File: config.mk
export PLATFORM = sky130hd
export DESIGN_NAME = i2f_unit_flat
export DESIGN_NICKNAME = d
export VERILOG_FILES = /design/src/rtl/i2f_pkg.sv /design/src/rtl/i2f_if.sv /design/src/rtl/i2f_unit_lzc32.sv /design/src/rtl/i2f_unit.sv /design/src/flat_wrapper.sv
export SDC_FILE = /design/constraint.sdc
export NUM_CORES = 1
export LEC_CHECK = 0
export ABC_AREA = 1
export ABC_CLOCK_PERIOD_IN_PS = 1350
export BUFFER_PORTS_ARGS = -buffer_cell sky130_fd_sc_hd__buf_4
export CAP_MARGIN = 5
export CORE_ASPECT_RATIO = 1.75
export CORE_MARGIN = 2
export CORE_UTILIZATION = 64
export CTS_CLUSTER_DIAMETER = 120
export CTS_CLUSTER_SIZE = 20
export DETAILED_ROUTE_END_ITERATION = 10
export PLACE_DENSITY_LB_ADDON = 0.08
export SYNTH_ARGS = -nofsm -noshare
export SYNTH_HDL_FRONTEND = slang
export SYNTH_SLANG_ARGS = --single-unit
export TNS_END_PERCENT = 50
File: constraint.sdc
create_clock -name clk -period 1.35 [get_ports clk]
set_input_delay 0.0675 -clock clk [delete_from_list [all_inputs] [get_ports clk]]
set_output_delay 0.0675 -clock clk [all_outputs]
set_load 0.01 [all_outputs]
File: src/rtl/i2f_pkg.sv
// i2f_pkg: shared constants for the integer-to-binary32 converter.
// Rounding-mode encodings, exponent bias and datapath widths.
package i2f_pkg;

  localparam int INT_W  = 32;
  localparam int MANT_W = 23;
  localparam int EXP_W  = 8;
  localparam int BIAS   = 127;

  localparam logic [2:0] RM_RNE = 3'b000;
  localparam logic [2:0] RM_RTZ = 3'b001;
  localparam logic [2:0] RM_RDN = 3'b010;
  localparam logic [2:0] RM_RUP = 3'b011;
  localparam logic [2:0] RM_RMM = 3'b100;

endpackage

File: src/rtl/i2f_if.sv
// i2f_if: operand/result bundle for i2f_unit.
// master drives in_valid/d/rm(/is_unsigned), slave drives result+flags.
// is_unsigned exists only when I2F_UNSIGNED_EN is defined.
interface i2f_if;
  import i2f_pkg::*;

  logic              in_valid;
  logic [INT_W-1:0]  d;
`ifdef I2F_UNSIGNED_EN
  logic              is_unsigned;
`endif
  logic [2:0]        rm;
  logic              out_valid;
  logic [INT_W-1:0]  a;
  logic              invalid;
  logic              uf;
  logic              nx;

`ifdef I2F_UNSIGNED_EN
  modport master (
    output in_valid, d, is_unsigned, rm,
    input  out_valid, a, invalid, uf, nx
  );
  modport slave (
    input  in_valid, d, is_unsigned, rm,
    output out_valid, a, invalid, uf, nx
  );
`else
  modport master (
    output in_valid, d, rm,
    input  out_valid, a, invalid, uf, nx
  );
  modport slave (
    input  in_valid, d, rm,
    output out_valid, a, invalid, uf, nx
  );
`endif

endinterface

File: src/rtl/i2f_unit_lzc32.sv
// lzc32: combinational 32-bit leading-zero counter.
// Ports: x_i (operand), lz_o (count, 32 when x_i is zero).
module lzc32 (
  input  logic [31:0] x_i,
  output logic [5:0]  lz_o
);

  always_comb begin
    lz_o = 6'd32;
    for (int i = 0; i < 32; i++) begin
      if (x_i[i]) lz_o = 6'(31 - i);
    end
  end

endmodule

File: src/rtl/i2f_unit.sv
// i2f_unit: FCVT.S.W (and FCVT.S.WU with I2F_UNSIGNED_EN) converter.
// Ports: clk, rst_n, io (i2f_if.slave); one registered output stage.
module i2f_unit
  import i2f_pkg::*;
(
  input  logic  clk,
  input  logic  rst_n,
  i2f_if.slave  io
);

  logic              sgn;
  logic [INT_W-1:0]  mag;
  logic [5:0]        lz;
  logic [INT_W-1:0]  shifted;
  logic [MANT_W-1:0] mant;
  logic              guard;
  logic              sticky;
  logic              lsb;
  logic              inc;
  logic [MANT_W:0]   mant_sum;
  logic [EXP_W-1:0]  exp_w;
  logic [EXP_W-1:0]  exp_r;
  logic              nonzero;
  logic [INT_W-1:0]  a_d;
  logic              nx_d;

  logic              out_valid_q;
  logic [INT_W-1:0]  a_q;
  logic              nx_q;

`ifdef I2F_UNSIGNED_EN
  assign sgn = ~io.is_unsigned & io.d[INT_W-1];
`else
  assign sgn = io.d[INT_W-1];
`endif

  // Two's-complement negate; 0x80000000 maps onto itself.
  assign mag = sgn ? (~io.d + 32'd1) : io.d;

  lzc32 u_lzc (
    .x_i  (mag),
    .lz_o (lz)
  );

  assign shifted = mag << lz;
  // Hidden bit is set after normalization iff the operand is nonzero.
  assign nonzero = shifted[INT_W-1];
  assign mant    = shifted[30:8];
  assign guard   = shifted[7];
  assign sticky  = |shifted[6:0];
  assign lsb     = shifted[8];

  assign exp_w = EXP_W'(BIAS + INT_W - 1) - EXP_W'(lz);

  always_comb begin
    inc = 1'b0;
    unique case (1'b1)
      (io.rm == RM_RTZ): inc = 1'b0;
      (io.rm == RM_RDN): inc = sgn & (guard | sticky);
      (io.rm == RM_RUP): inc = ~sgn & (guard | sticky);
      (io.rm == RM_RMM): inc = guard;
      default:           inc = guard & (sticky | lsb);
    endcase
  end

  // Mantissa carry-out bumps the exponent; max result is 2^32.
  assign mant_sum = {1'b0, mant} + {{MANT_W{1'b0}}, inc};
  assign exp_r    = exp_w + {{(EXP_W-1){1'b0}}, mant_sum[MANT_W]};

  assign a_d  = nonzero ? {sgn, exp_r, mant_sum[MANT_W-1:0]} : '0;
  assign nx_d = guard | sticky;

  always_ff @(posedge clk or negedge rst_n) begin
    if (!rst_n) begin
      out_valid_q <= 1'b0;
      a_q         <= '0;
      nx_q        <= 1'b0;
    end else begin
      out_valid_q <= io.in_valid;
      if (io.in_valid) begin
        a_q  <= a_d;
        nx_q <= nx_d;
      end
    end
  end

  assign io.out_valid = out_valid_q;
  assign io.a         = a_q;
  assign io.nx        = nx_q;
  assign io.invalid   = 1'b0;
  assign io.uf        = 1'b0;

endmodule

File: src/flat_wrapper.sv
// flat-port wrapper written by rule: the top's interface ports become plain ports
module i2f_unit_flat import i2f_pkg::*;
  (clk, rst_n, io_in_valid, io_d, io_rm, io_out_valid, io_a, io_invalid, io_uf, io_nx);
  i2f_if io_i ();
  input  logic clk;
  input  logic rst_n;
  input wire logic [$bits(io_i.in_valid)-1:0] io_in_valid;
  input wire logic [$bits(io_i.d)-1:0] io_d;
  input wire logic [$bits(io_i.rm)-1:0] io_rm;
  output wire logic [$bits(io_i.out_valid)-1:0] io_out_valid;
  output wire logic [$bits(io_i.a)-1:0] io_a;
  output wire logic [$bits(io_i.invalid)-1:0] io_invalid;
  output wire logic [$bits(io_i.uf)-1:0] io_uf;
  output wire logic [$bits(io_i.nx)-1:0] io_nx;
  assign io_i.in_valid = io_in_valid;
  assign io_i.d = io_d;
  assign io_i.rm = io_rm;
  assign io_out_valid = io_i.out_valid;
  assign io_a = io_i.a;
  assign io_invalid = io_i.invalid;
  assign io_uf = io_i.uf;
  assign io_nx = io_i.nx;
  i2f_unit u_core (.clk(clk), .rst_n(rst_n), .io(io_i));
endmodule
==> results.py, run 1 <==
metrics = {
    "clocking": {
        "cts_sinks": 34,
        "cts_resized": 113,
        "postCtsSetupRepairBufs": 37,
        "htreeDepth": 2,
        "root_buffer": "clkbuf_16",
        "hold_buffers": 2,
        "cts_buffer_depth": 2,
        "cts_buffers": 5,
    },
    "placement": {
        "portBuffers": 71,
        "gp_congestion": 1.18,
        "hpwl_mm": 18.8,
        "dp.cells": 1237,
    },
    "outcome": {
        "stop_error": "[ERROR DPL-0038] Utilization greater than 100%, impossible to legalize",
        "flow.stopped_at": "4_1_cts",
        "outcome": "did not finish",
    },
    "die": {
        "die_x_um": 72.3,
        "row_count": 43,
        "die_y_um": 124,
        "ios": 74,
        "start_util_pct": 66.1,
    },
    "synth": {
        "syn_inst": 889,
        "ys_seq_area_share_pct": 16.3,
        "synth_cell_types": 54,
        "syn_area_um2": 5230,
        "ys_seq_elements": 34,
        "ys_warn_count": 0,
        "postSynthAreaPerCell_um2": 5.88,
    },
}
==> Yosys cell counts, drive strengths merged <==
library cell  count  area share, %
a211o             1           0.17
inv              84            6.0
nor4              4           0.48
a21boi            1           0.14
nand4            17            2.0
a211oi            1           0.14
nor2             87            8.0
o21bai            1           0.14
buf              25            3.1
o21a              1           0.14
a32o              2           0.38
o31ai             2           0.29
ha                6            1.4
o2111ai           1           0.17
or2               2           0.24
nor3             10            1.5
conb              1          0.072
nand3           212             22
clkinv            2           0.17
dfrtp            34             16
and3              1           0.12
and2              3           0.36
a22o              2           0.34
nand3b            4            1.1
xnor2             3           0.86
a21oi             7           0.74
clkbuf           11           0.79
o21ai            34            3.5
o211ai            2           0.29
xor2             29            5.7
nand2           292             22
a31oi             7           0.84
==> through the flow <==
step,setup slack [ns],cell area [um^2]
floorplan,-3.13,5330
global placement,-3.86,7490
detailed placement,-4.33,7490
==> kinds of logic after synthesis <==
group	share of synthesized area (%)
DFF	16.3
adders and majority gates	1.44
other	0.0717
buffers and inverters	10.1
xor gates and xnor gates	6.58
and+or+nand+nor	58.2
AOI/OAI and AO/OA	7.32
==> inputs of run 2 (changes only) <==
--- a/config.mk
+++ b/config.mk
@@ -9,13 +9,10 @@
 export ABC_CLOCK_PERIOD_IN_PS = 1350
 export BUFFER_PORTS_ARGS = -buffer_cell sky130_fd_sc_hd__buf_4
 export CAP_MARGIN = 5
-export CORE_ASPECT_RATIO = 1.75
 export CORE_MARGIN = 2
-export CORE_UTILIZATION = 64
-export CTS_CLUSTER_DIAMETER = 120
-export CTS_CLUSTER_SIZE = 20
+export CORE_UTILIZATION = 40
 export DETAILED_ROUTE_END_ITERATION = 10
-export PLACE_DENSITY_LB_ADDON = 0.08
+export PLACE_DENSITY_LB_ADDON = 0.15
 export SYNTH_ARGS = -nofsm -noshare
 export SYNTH_HDL_FRONTEND = slang
 export SYNTH_SLANG_ARGS = --single-unit
==> run 2 against run 1 <==
The flow now finishes, with violations (negative setup slack). Area after synthesis unchanged. Synthesized cell count unchanged.
==> results.py, run 2 <==
metrics = {
    "worst_setup_path": {
        "path_class": "primary input to flip-flop",
        "required_ns": 1.52,
        "reg2reg_depth": 1,
        "worstPathArrival_ns": 5.00,
        "critPathLaunchType": "primary input",
        "cp_top_family": "simple AND/OR/NAND/NOR gates",
        "crit_buf_inv": 6,
        "regToRegEndpoint": "u_core.io.a[0]$_DFFE_PN0P_",
        "slowest_delay_ns": 0.23,
        "critPathCaptureType": "flip-flop",
        "path_depth": 58,
        "path_common_cell": "nand2_1",
        "cp-startpoint": "io_d[0]",
        "worst_path_max_delay_cell": "a31oi_1",
        "ff2ff_setup_slack_ns": 0.61,
        "reg2reg_from": "u_core.io.a[0]$_DFFE_PN0P_",
        "cp_max_fo": 5,
    },
    "grt": {
        "antenna_found_initial": 0,
        "grt-ovfl-total": 0,
        "grt_usage_pct": 27.1,
        "grt_pass1_vias": 6704,
        "grt_pass1_wl_mm": 31.5,
        "grt_start_max_net_pins": 35,
    },
    "pwr": {
        "vdd_ir_drop_max_mv": 0.555,
        "p_leak_nw": 4.41,
        "p_total_mw": 7.19,
        "powerDensity_nw_per_um2": 837,
    },
    "finish": {
        "final_cells": 1381,
        "fin_area_um2": 8590,
        "mostFrequentLayoutCells": "320 x buf_4, 253 x nand2_1, 184 x nand3_1, 63 x inv_1, 62 x nor2_1",
        "multiInputGateArea_um2": 4300,
        "layout_commonest_cell": "buf_4",
        "largest_reg_flops": 32,
        "drive_above_1_share_pct": 41.5,
        "regArea_um2": 851,
        "antennaDiodeCount": 0,
        "filler_cell_count": 1135,
        "syn_to_final_growth_pct": 64.4,
        "fin_nets": 1252,
    },
    "synth": {
        "ys_seq_area_share_pct": 16.3,
        "synth_top_family_by_area": "simple AND/OR/NAND/NOR gates",
        "ys_seq_elements": 34,
        "async_flop_share_pct": 100,
        "synth_xor_area_share_pct": 6.58,
        "syn_inst": 889,
        "postSynthAreaPerCell_um2": 5.88,
        "yosys.area.top_type": "nand2_1",
        "ys_warn_count": 0,
        "synthSimpleGateAreaFrac_pct": 58.2,
        "synth.top_cell.area_share_pct": 19.7,
        "synthTopCellsByArea": "nand2_1 20%, nand3_1 19%, dfrtp_1 16%, nor2_1 5.0%, inv_1 4.7%",
        "synth-edff-count": 0,
        "synthFlopType": "dfrtp_1",
        "muxShareOfSynthArea_pct": 0,
        "synth_compound_area_share_pct": 7.32,
        "synth_cell_types": 54,
        "ys_top_cells_by_count": "274 x nand2_1, 196 x nand3_1, 69 x nor2_1, 65 x inv_1, 34 x dfrtp_1",
        "synthAdderAreaFrac_pct": 1.44,
        "yosysMostFrequentCell": "nand2_1",
        "syn_area_um2": 5230,
    },
    "min_path": {
        "hp-class": "primary input to async pin",
    },
    "timing": {
        "setup_viol": 33,
        "skew_ns": 0,
        "max_freq_mhz": 207,
        "finalCritPeriodShare_pct": 358,
        "rsz0062_at_grt": "yes",
        "report.final.hold_viol_count": 0,
        "finalMaxSlewViolations": 0,
        "min_period_ns": 4.84,
        "finalWorstSetupSlack_ns": -3.49,
    },
    "clocking": {
        "root_buffer": "clkbuf_16",
        "cts_sinks": 34,
        "clkTransAtPathRegs_ns": 0.05,
        "cts_tree": "done",
        "htreeDepth": 2,
        "cts_buffer_depth": 2,
        "cts_buffers": 5,
        "clk_latency_ns": 0.28,
    },
    "outcome": {
        "failed_checks": "negative setup slack",
        "outcome": "finished, violations left",
    },
    "routing": {
        "dr.pass1.iters": 5,
        "finalWirelength_mm": 18.9,
        "remaining_drc_errors": 0,
        "routedWlPerCell_um": 13.7,
        "drt_iter0_drc": 575,
        "vias": 7047,
        "detail-route-antenna-nets": 0,
        "vias_per_cell": 5.10,
    },
    "die": {
        "start_util_pct": 41.3,
        "die_area_um2": 14000,
        "ios": 74,
        "fp.coreArea_um2": 12700,
        "die_x_um": 118,
        "row_count": 41,
        "die_y_um": 118,
    },
    "placement": {
        "hpwl_mm": 14.6,
        "gp_congestion": 0.944,
        "placed_area_um2": 7690,
        "portBuffers": 71,
        "dp.cells": 1330,
    },
    "job": {
        "drv_cap": 0,
    },
}
-- run 2: worst max-delay path by stage --
stage and endpoint:
6_report u_core.io.a[27]$_DFFE_PN0P_, 5_1_grt u_core.io.a[27]$_DFFE_PN0P_, 4_1_cts u_core.io.a[27]$_DFFE_PN0P_, 3_5_place_dp u_core.io.a[27]$_DFFE_PN0P_
3_3_place_gp u_core.io.a[27]$_DFFE_PN0P_, 2_1_floorplan u_core.io.a[27]$_DFFE_PN0P_
-- run 2: what timing repair did --
action	4_1_cts	5_1_grt
setup endpoints to repair	33	33
pin swaps	18	47
gates cloned	2	0
setup buffers	39	12
hold buffers	2	0
resized for setup	50	52
endpoints found under the hold margin	35	0
-- run 2: layout make-up --
class / instances / share of cell area [%]
clock buffers: 7 / 1.66
clock inverters: 1 / 0.0582
inverters: 86 / 4.09
multi-input cells: 736 / 50.0
flip-flops and latches: 34 / 9.90
well taps: 172 / 2.50
repair buffers: 345 / 31.8
-- run 2: cells by family (layout without fill, tap and decap cells) --
group | count (synthesis) | after routing
other | 1 | 2
AND/OR/NAND/NOR | 632 | 634
flip-flops | 34 | 34
adder cells (fa/ha/maj) | 6 | 6
XOR/XNOR | 32 | 32
AO/OA/AOI/OAI | 62 | 62
buffers and inverters | 122 | 439
-- run 2: metrics by stage --
stage | util, % | hold WS [ns] | setup TNS, ns | setup WS (ns)
CTS | 66.3 | 0.281 | -95.44 | -3.25
floorplan | - | -0.228 | -85.07 | -3.13
global route | 67.8 | 0.317 | -117.04 | -3.98
global placement | 60.7 | 0.0295 | -105.13 | -3.57
detailed placement | 60.7 | 0.0276 | -107.13 | -3.70
finish | 67.8 | 0.257 | -101.59 | -3.49
-- run 2: per-layer routing --
layer | part of all wire (%) | GRT usage, % | routed length, um
met1 | 46 | 38.7 | 8680
met2 | 46 | 43.9 | 8640
met3 | 7.0 | 3.28 | 1330
met4 | 1.5 | 5.42 | 276
met5 | 0 | 0 | 0
-- run 2: power by group --
group | internal [mW] | leakage [nW] | total (mW) | switching (mW)
Sequential | 1.21 | 0.410 | 1.32 | 0.110
Clock | 0.730 | 0.0739 | 1.14 | 0.412
Combinational | 2.22 | 3.92 | 4.73 | 2.51
Total | 4.17 | 4.41 | 7.19 | 3.03
(Power assumes the default switching activity.)
==> inputs of run 3 (changes only) <==
--- a/config.mk
+++ b/config.mk
@@ -13,6 +13,7 @@
 export CORE_UTILIZATION = 40
 export DETAILED_ROUTE_END_ITERATION = 10
 export PLACE_DENSITY_LB_ADDON = 0.15
+export RECOVER_POWER = 100
 export SYNTH_ARGS = -nofsm -noshare
 export SYNTH_HDL_FRONTEND = slang
 export SYNTH_SLANG_ARGS = --single-unit
==> run 3 against run 2 <==
First-iteration DRC count increased by 11%. Clock power about the same. Clock skew unchanged. Wire length increased by 0.27%. The run still ends with negative setup slack left. Core utilization decreased by 1.0 points. Critical endpoint unchanged. Largest cell class unchanged. Non-clock buffer count unchanged.
==> results.py, run 3 (synthesized netlist as in run 2, its figures left out) <==
metrics = {
    "clocking": {
        "htreeDepth": 2,
        "clkTransAtPathRegs_ns": 0.05,
        "cts_buffer_depth": 2,
        "cts_tree": "done",
        "cts_buffers": 5,
        "root_buffer": "clkbuf_16",
        "cts_sinks": 34,
        "clk_latency_ns": 0.28,
    },
    "finish": {
        "filler_cell_count": 1170,
        "fin_util_pct": 66.8,
        "antennaDiodeCount": 0,
        "mostFrequentLayoutCells": "285 x buf_4, 253 x nand2_1, 184 x nand3_1, 63 x inv_1, 62 x nor2_1",
        "syn_to_final_growth_pct": 61.9,
        "largest_reg_flops": 32,
        "drive_above_1_share_pct": 38.7,
        "layout_commonest_cell": "buf_4",
        "fin_nets": 1252,
    },
    "timing": {
        "slew_headroom_pct": 46.2,
        "finalMaxSlewViolations": 0,
        "report.final.hold_viol_count": 0,
        "setup_viol": 33,
        "max_freq_mhz": 206,
        "worst_slew_pin_slew_ns": 0.808,
        "skew_ns": 0,
        "min_period_ns": 4.84,
        "finalWorstSetupSlack_ns": -3.49,
        "whs_ns": 0.397,
        "rsz0062_at_grt": "yes",
        "finalCritPeriodShare_pct": 359,
    },
    "routing": {
        "vias": 7064,
        "vias_per_cell": 5.12,
        "routedWlPerCell_um": 13.7,
        "detail-route-antenna-nets": 0,
        "finalWirelength_mm": 19.0,
        "dr.pass1.iters": 5,
        "drt_iter0_drc": 641,
        "remaining_drc_errors": 0,
    },
    "pwr": {
        "p_switching_mw": 3.03,
        "power_switching_share_pct": 43.0,
        "p_int_mw": 4.01,
        "p_seq_share_pct": 18.7,
        "p_leak_nw": 4.28,
        "p_total_mw": 7.04,
        "powerDensity_nw_per_um2": 832,
        "p_clk_share_pct": 16.3,
        "vdd_ir_drop_max_mv": 0.508,
        "combPwrFrac_pct": 65.1,
    },
    "worst_setup_path": {
        "slowest_delay_ns": 0.23,
        "path_common_cell": "nand2_1",
        "critPathCaptureType": "flip-flop",
        "regToRegEndpoint": "u_core.io.a[0]$_DFFE_PN0P_",
        "cp_top_family": "simple AND/OR/NAND/NOR gates",
        "worst_path_max_delay_cell": "a31oi_1",
        "crit_buf_inv": 6,
        "cp_max_fo": 5,
        "ff2ff_setup_slack_ns": 0.61,
        "reg2reg_from": "u_core.io.a[0]$_DFFE_PN0P_",
        "worstPathArrival_ns": 5.01,
        "reg2reg_depth": 1,
        "required_ns": 1.52,
        "path_class": "primary input to flip-flop",
        "critPathLaunchType": "primary input",
    },
    "grt": {
        "grt_pass1_vias": 6704,
        "antenna_found_initial": 0,
        "grt_start_max_net_pins": 35,
        "grt_usage_pct": 27.1,
        "grt_pass1_wl_mm": 31.5,
        "grt-ovfl-total": 0,
    },
    "die": {
        "row_count": 41,
        "start_util_pct": 41.3,
        "die_x_um": 118,
        "fp.coreArea_um2": 12700,
        "die_area_um2": 14000,
        "ios": 74,
        "die_y_um": 118,
    },
    "job": {
        "drv_cap": 0,
    },
    "min_path": {
        "hp-class": "primary input to async pin",
    },
    "placement": {
        "portBuffers": 71,
        "hpwl_mm": 14.6,
        "gp_congestion": 0.944,
    },
    "outcome": {
        "outcome": "finished, violations left",
        "failed_checks": "negative setup slack",
    },
}
## run 3: changes by cell type in the layout (fill, tap and decap cells not counted)
cell,change
buf_4,-35
clkbuf_1,+34
clkbuf_2,+1
## run 3: worst max path at each step
stage	from	endpoint	slack, ns	cells past startpoint
after floorplan	io_d[1]	u_core.io.a[27]$_DFFE_PN0P_	-3.13	47
after detailed placement	io_d[0]	u_core.io.a[27]$_DFFE_PN0P_	-3.70	43
after global routing	io_d[0]	u_core.io.a[27]$_DFFE_PN0P_	-3.98	58
after CTS	io_d[2]	u_core.io.a[27]$_DFFE_PN0P_	-3.25	46
final	io_d[0]	u_core.io.a[27]$_DFFE_PN0P_	-3.49	58
after global placement	io_d[0]	u_core.io.a[27]$_DFFE_PN0P_	-3.57	43
## run 3: routing by layer
metal / up-vias / track usage [%] / wire (um) / part of all wire (%)
met5: - / 0 / 0 / 0
met4: 0 / 5.42 / 319 / 1.7
met3: 34 / 3.28 / 1190 / 6.3
met2: 234 / 43.9 / 8630 / 45
met1: 3230 / 38.7 / 8840 / 47
li1: 3566 / - / - / -
## run 3: power by group through the flow
stage	Clock [mW]	Sequential (mW)	Combinational, mW
6_report	1.15	1.31	4.58
5_1_grt	1.21	1.34	5.03
4_1_cts	1.16	1.32	4.49
3_5_place_dp	0	1.33	4.16
3_3_place_gp	0	1.33	4.15
2_1_floorplan	0	1.41	2.12
## run 3: final cells by class
cell class | count | area, um^2 | share of cell area [%]
inverters | 86 | 352 | 4.15
flip-flops and latches | 34 | 851 | 10.1
repair buffers | 345 | 2600 | 30.8
multi-input cells | 736 | 4300 | 50.8
clock buffers | 7 | 143 | 1.69
clock inverters | 1 | 5.00 | 0.0591
well taps | 172 | 215 | 2.54
## run 3: through the flow
stage | TNS, ns | setup WS [ns] | instance area, um^2 | std cells
2_1_floorplan | -85.07 | -3.13 | 5330 | 890
3_5_place_dp | -107.13 | -3.70 | 7690 | 1330
3_3_place_gp | -105.13 | -3.57 | 7690 | 1330
5_1_grt | -117.18 | -3.98 | 8460 | 1381
6_report | -102.03 | -3.49 | 8460 | 1381
4_1_cts | -95.44 | -3.25 | 8400 | 1381
## run 3: what timing repair did
item	4_1_cts	5_1_grt
resized for setup	50	52
hold endpoints to repair	35	0
buffers inserted	39	12
cloned	2	0
endpoints found under the setup margin	33	33
hold buffers	2	0
pin swaps	18	47
